===== src/rtl/control_unit.sv =====
// control_unit: Moore sequencing FSM driving PC, IR, data memory, register file and ALU.
// Ports: clk/rst (async active-high), run (start, sampled in INIT), IR (current instruction);
// PC_clr/PC_inc, I_rd/IR_ld, D_addr/D_rd/D_wr, RF_s/RF_W_data/RF_W_addr/RF_W_wr,
// RF_Rp_addr/RF_Rp_rd, RF_Rq_addr/RF_Rq_rd, alu_s0, halted.
module control_unit (
  input  logic        clk,
  input  logic        rst,
  input  logic        run,
  input  logic [15:0] IR,
  output logic        PC_clr,
  output logic        PC_inc,
  output logic        I_rd,
  output logic        IR_ld,
  output logic [7:0]  D_addr,
  output logic        D_rd,
  output logic        D_wr,
  output logic [1:0]  RF_s,
  output logic [7:0]  RF_W_data,
  output logic [3:0]  RF_W_addr,
  output logic        RF_W_wr,
  output logic [3:0]  RF_Rp_addr,
  output logic        RF_Rp_rd,
  output logic [3:0]  RF_Rq_addr,
  output logic        RF_Rq_rd,
  output logic [2:0]  alu_s0,
  output logic        halted
);
  localparam logic [3:0] INIT   = 4'd0;
  localparam logic [3:0] FETCH  = 4'd1;
  localparam logic [3:0] DECODE = 4'd2;
  localparam logic [3:0] NOOP   = 4'd3;
  localparam logic [3:0] LOAD_A = 4'd4;
  localparam logic [3:0] LOAD_B = 4'd5;
  localparam logic [3:0] STORE  = 4'd6;
  localparam logic [3:0] ADD    = 4'd7;
  localparam logic [3:0] SUB    = 4'd8;
  localparam logic [3:0] LOADC  = 4'd9;
  localparam logic [3:0] HALT   = 4'd10;
  logic [3:0] state_q, state_d, dec;
  logic ld, st, ar, lc;
  always_ff @(posedge clk or posedge rst)
    if (rst) state_q <= INIT;
    else     state_q <= state_d;
  always_comb begin
    dec = NOOP;
    case (IR[15:12])
      4'h1:    dec = LOAD_A;
      4'h2:    dec = STORE;
      4'h3:    dec = ADD;
      4'h4:    dec = LOADC;
      4'h5:    dec = SUB;
      4'hF:    dec = HALT;
      default: dec = NOOP;
    endcase
  end
  always_comb begin
    state_d = FETCH;
    case (state_q)
      INIT:    state_d = run ? FETCH : INIT;
      FETCH:   state_d = DECODE;
      DECODE:  state_d = dec;
      LOAD_A:  state_d = LOAD_B;
      HALT:    state_d = HALT;
      default: state_d = FETCH;
    endcase
  end
  assign ld         = state_q == LOAD_A || state_q == LOAD_B;
  assign st         = state_q == STORE;
  assign ar         = state_q == ADD || state_q == SUB;
  assign lc         = state_q == LOADC;
  assign PC_clr     = state_q == INIT;
  assign PC_inc     = state_q == FETCH;
  assign I_rd       = state_q == FETCH;
  assign IR_ld      = state_q == FETCH;
  assign D_addr     = (ld || st) ? IR[7:0] : 8'h00;
  assign D_rd       = ld;
  assign D_wr       = st;
  assign RF_s       = ld ? 2'b01 : lc ? 2'b10 : 2'b00;
  assign RF_W_data  = lc ? IR[7:0] : 8'h00;
  assign RF_W_addr  = (ld || ar || lc) ? IR[11:8] : 4'h0;
  assign RF_W_wr    = state_q == LOAD_B || ar || lc;
  assign RF_Rp_addr = st ? IR[11:8] : ar ? IR[7:4] : 4'h0;
  assign RF_Rp_rd   = st || ar;
  assign RF_Rq_addr = ar ? IR[3:0] : 4'h0;
  assign RF_Rq_rd   = ar;
  assign alu_s0     = state_q == ADD ? 3'b001 : state_q == SUB ? 3'b010 : 3'b000;
  assign halted     = state_q == HALT;
endmodule

===== config.mk =====
export PLATFORM = sky130hd
export DESIGN_NAME = control_unit
export DESIGN_NICKNAME = d
export VERILOG_FILES = /design/src/rtl/control_unit.sv
export SDC_FILE = /design/constraint.sdc
export NUM_CORES = 1
export LEC_CHECK = 0
export CAP_MARGIN = 0
export CORE_MARGIN = 1
export CORE_UTILIZATION = 31
export DETAILED_ROUTE_END_ITERATION = 8
export GPL_TIMING_DRIVEN = 1
export HOLD_SLACK_MARGIN = 0.08
export PLACE_DENSITY = 0.85
export SETUP_SLACK_MARGIN = 0.5
export SLEW_MARGIN = 20
export SYNTH_ARGS = -nofsm -noshare
export SYNTH_HDL_FRONTEND = slang
export SYNTH_SLANG_ARGS = --single-unit

===== constraint.sdc =====
create_clock -name clk -period 2.6 [get_ports clk]
set_clock_uncertainty 0.2 [all_clocks]
set_input_delay 0.39 -clock clk [delete_from_list [all_inputs] [get_ports clk]]
set_output_delay 0.39 -clock clk [all_outputs]
set_load 0.01 [all_outputs]

* Word level (Yosys, flattened, before mapping)
Cells that the tools add are included.
** Storage, ports and cells
- Register bits after elaboration :: 4
- Input port bits :: 19
- Output and inout port bits :: 43
- Word-level logic and storage cells :: 38
** Operators by class
- Equal/unequal tests :: 15
- Muxes and demuxes :: 13
- Reduce and logical (&&, ||, !) cells :: 9
** Operators by type and width (number)
- 4-bit by 3-bit equality test with 1-bit output (second input constant) :: 6
- 4-bit case mux with 6 select lines :: 1
- 4-bit case mux with 5 select lines :: 1
- 4-bit equality test (second input constant) :: 4
- 4-bit 2-to-1 mux :: 4
- 8-bit 2-to-1 mux :: 2
- 4-bit by 2-bit equality test with 1-bit output (second input constant) :: 3
- 4-bit by 1-bit equality test with 1-bit output (second input constant) :: 2
- 1-bit logical OR :: 8
- 2-bit 2-to-1 mux :: 4
- 4-bit logical NOT :: 1
- 1-bit 2-to-1 mux :: 1

* Longest topological paths before layout
- Depth in word-level cells :: 5
- Mapped depth :: 4

* Worst setup path after synthesis
Ideal clock, no wire load.
- Path kind :: register -> output
- Start point :: register state_q[0]
- End point :: output port I_rd
- Arrival :: 1440 ps
- Required time :: 2010 ps
- Setup slack :: 570 ps
- Cell stages (with the launch flop) :: 5
- Path buffers :: 2
- Cell sequence :: dfrtp_1 -> buf_2 -> inv_1 -> nor4_1 -> buf_4
** Between the ends
- Longest elaborated chain between the ends :: 1
** RTL lines
- start, declared :: line 39 : logic [3:0] state_q, state_d, dec;
- start signal, assigned :: line 43 : else state_q <= state_d;
- 4-bit by 1-bit equality test with 1-bit output
- end, declared :: line 12 : output logic I_rd,
Every way passes these cells.

* Worst setup path after layout
- Start point :: register state_q[1]
- End point :: output port RF_Rp_addr[2]
** Between the ends
- Longest elaborated chain between the ends :: 4
** RTL lines
- 4-bit by 3-bit equality test with 1-bit output or 4-bit equality test (tied branches) :: line 69 : assign ar = state_q == ADD || state_q == SUB;
- 1-bit logical OR :: line 69
- 4-bit 2-to-1 mux :: line 82 : assign RF_Rp_addr = st ? IR[11:8] : ar ? IR[7:4] : 4'h0;
- 4-bit 2-to-1 mux * :: line 82
- end, declared :: line 21 : output logic [3:0] RF_Rp_addr,
Mark *: on every way between the ends. The rest lies on a longest branch, timed or not.

==> qor.yml <==
status: "finished, final reports clean"
rsz0062_at_grt: "true"
numCtsBuffers: 3
top_register: "state_q"
p_sw_uw: 433
dieArea_sq_um: 2160
internal_power_uw: 552
grtUsageTotal_pct: 27.6
reg_top3: "state_q: 4 flops"
wl_met3_um: 366
cp.arrival_ns: 1.83
die_y_um: 46.5
fin_crit_sh_pct: 93.1
swShare_pct: 44.0
grt_max_degree: 14
vias: 1106
top_layer: "met4"
power_frac_comb_pct: 79.4
antennaDiodeCount: 0
drtAntennaViolNets: 0
p_leak_uw: 0.000828
worstSetupPathType: "flop to primary output"
fin_util_pct: 91.8
hold_viol_final: 0
gr-total-overflow: 0
wl_um: 3980
nFillCells: 63
max_freq_ghz: 0.413
drt-met1-wl_um: 1560
yosys_warnings: 0
fin_hold_ws_ns: 0.146
drt-vias-per-instance: 5.50
ys_seq_elements: 4
port-buffer-count: 60
pwr_density_cell_nw_per_um2: 602
route.detailed.drc: 0
maxCapViolations: 0
coreArea_sq_um: 1780
setup_violations: 0
gp_congestion: 0.742
cts_sinks: 4
slew_violations: 0
syn_inst: 83
dr.pass1.iters: 4
synth.distinct_cells: 33
layout_commonest_cell: "buf_6"
antenna_found_initial: 0
synth_edf_count: 0
drive_gt1_share_pct: 58.0
area_growth_pct: 167
worstPathMaxFanout: 6
cts.htree.levels: 1
yosysSeqAreaShare_pct: 16.3
clk_pin_slew_worst_paths_ns: 0.04
fin_nets: 197
cts-hold-fix-buffers: 0
initial_core_util_pct: 34.4
min_path_type: "input pin to asynchronous set/reset pin"
rows: 15
fp.dieW_um: 46.5
ios: 62
syn_avg_cell_area_sq_um: 7.39
peakVddDrop_mv: 0.543
cp-end-kind: "primary output"
drtIter0Drc: 26
period_minus_slack_ns: 2.42
seq_power_share_pct: 12.4
dominantRegCellSynth: "dfrtp_1"
wl_per_cell_um: 19.8
critical_path_required_ns: 2.01
cts_tree: "done"
synth_nets: 102
worst_skew_pair.late_latency_ns: 0.24
cts_root_buf: "clkbuf_4"
grt_pass1_wl_um: 4220
tns_ns: 0
synthArstFlopShare_pct: 100
first_global_vias: 892
layout_common_cells: "buf_6 (30), buf_2 (19), clkdlybuf4s50_1 (18)"
largest_register_ffs: 4
post_synth_instance_area_sq_um: 613
startpoint_type: "flop"
dpl.hpwl_um: 1770
clockBufferDepth: 2
wl_met2_um: 1960
clkPwrFrac_pct: 8.2
==> routing by layer <==
metal  vias to the layer above  global-route usage [%]
met4                         0                    7.06
met2                        75                    50.8
met5                         -                       0
met1                       539                    28.6
li1                        474                       -
met3                        18                    10.6
==> power groups by stage <==
stage	logic, uW	clock network (uW)	registers [uW]
after CTS	541	78.3	107
after detailed placement	448	0	110
after floorplan	264	0	93.8
after global routing	816	81.9	123
final	783	81.1	122
after global placement	441	0	108
==> synth_stat cells (2+ instances only) <==
master,number,share of area (%)
nand2_1,2,1.2
o21ai_0,2,1.6
buf_4,4,4.9
nand2b_1,3,3.1
a211oi_1,2,2.4
and2_1,24,24
a21oi_1,2,1.6
buf_2,2,1.6
and3_1,2,2.0
nor2_1,5,3.1
nor3_1,2,1.6
o211ai_1,2,2.4
inv_1,3,1.8
a22o_1,4,5.7
clkbuf_1,2,1.2
nor4_1,2,2.0
dfrtp_1,4,16
==> what timing repair did <==
| action | in CTS | in global routing |
|---|---|---|
| endpoints found under the hold margin | 0 | 0 |
| gates cloned | 2 | 1 |
| gates resized for setup | 145 | 60 |
| setup endpoints to repair | 42 | 36 |
| pin swaps | 17 | 12 |
| setup buffers | 20 | 11 |
==> final timing paths <==
kind | to | startpoint | slack, ns | cells after the start
worst max-delay path | RF_Rp_addr[2] | state_q[1] | 0.18 | 6
worst min-delay path | state_q[3] | rst | 0.15 | 2
worst max register to register | state_q[0] | state_q[1] | 0.97 | 6
worst min register to register | state_q[1] | state_q[2] | 0.49 | 3
max in group asynchronous | state_q[0] | rst | 1.88 | 2
min in group clk | state_q[1] | state_q[2] | 0.49 | 3
==> through the flow <==
step / worst slack [ns] / power, uW / instances / area, sq um
after floorplan: 0.570 / 358 / 83 / 613
after global placement: 0.257 / 549 / 164 / 1230
after detailed placement: 0.213 / 558 / 164 / 1230
after CTS: 0.284 / 726 / 189 / 1440
after global routing: 0.152 / 1020 / 201 / 1640
final: 0.181 / 985 / 201 / 1640
==> final cells by class <==
class                   instances  area, sq um  area share [%]
multi-input cells              70          581            35.5
clock buffers                   3         22.5            1.38
flip-flops and latches          4          101            6.19
inverters                       3         15.0           0.917
well taps                      25         31.3            1.91
repair buffers                 96          886            54.1
==> worst max-delay path, cell delays in order (launching register included) <==
cell and delay, ns:
dfrtp_1 0.38, or3b_4 0.49, o22ai_4 0.20, buf_6 0.13
buf_6 0.09, a22o_1 0.14, buf_2 0.15
==> logic make-up (layout without fill, tap and decap cells) <==
logic type      Yosys count  in the layout  share of synthesized area [%]
xor+xnor                  1              1                           1.43
simple gates             49             50                           49.4
buf+inv                  11            102                           9.59
flops                     4              4                           16.3
other cells               1              1                          0.612
compound gates           17             18                           22.7
Power figures use the tool's default switching activity.
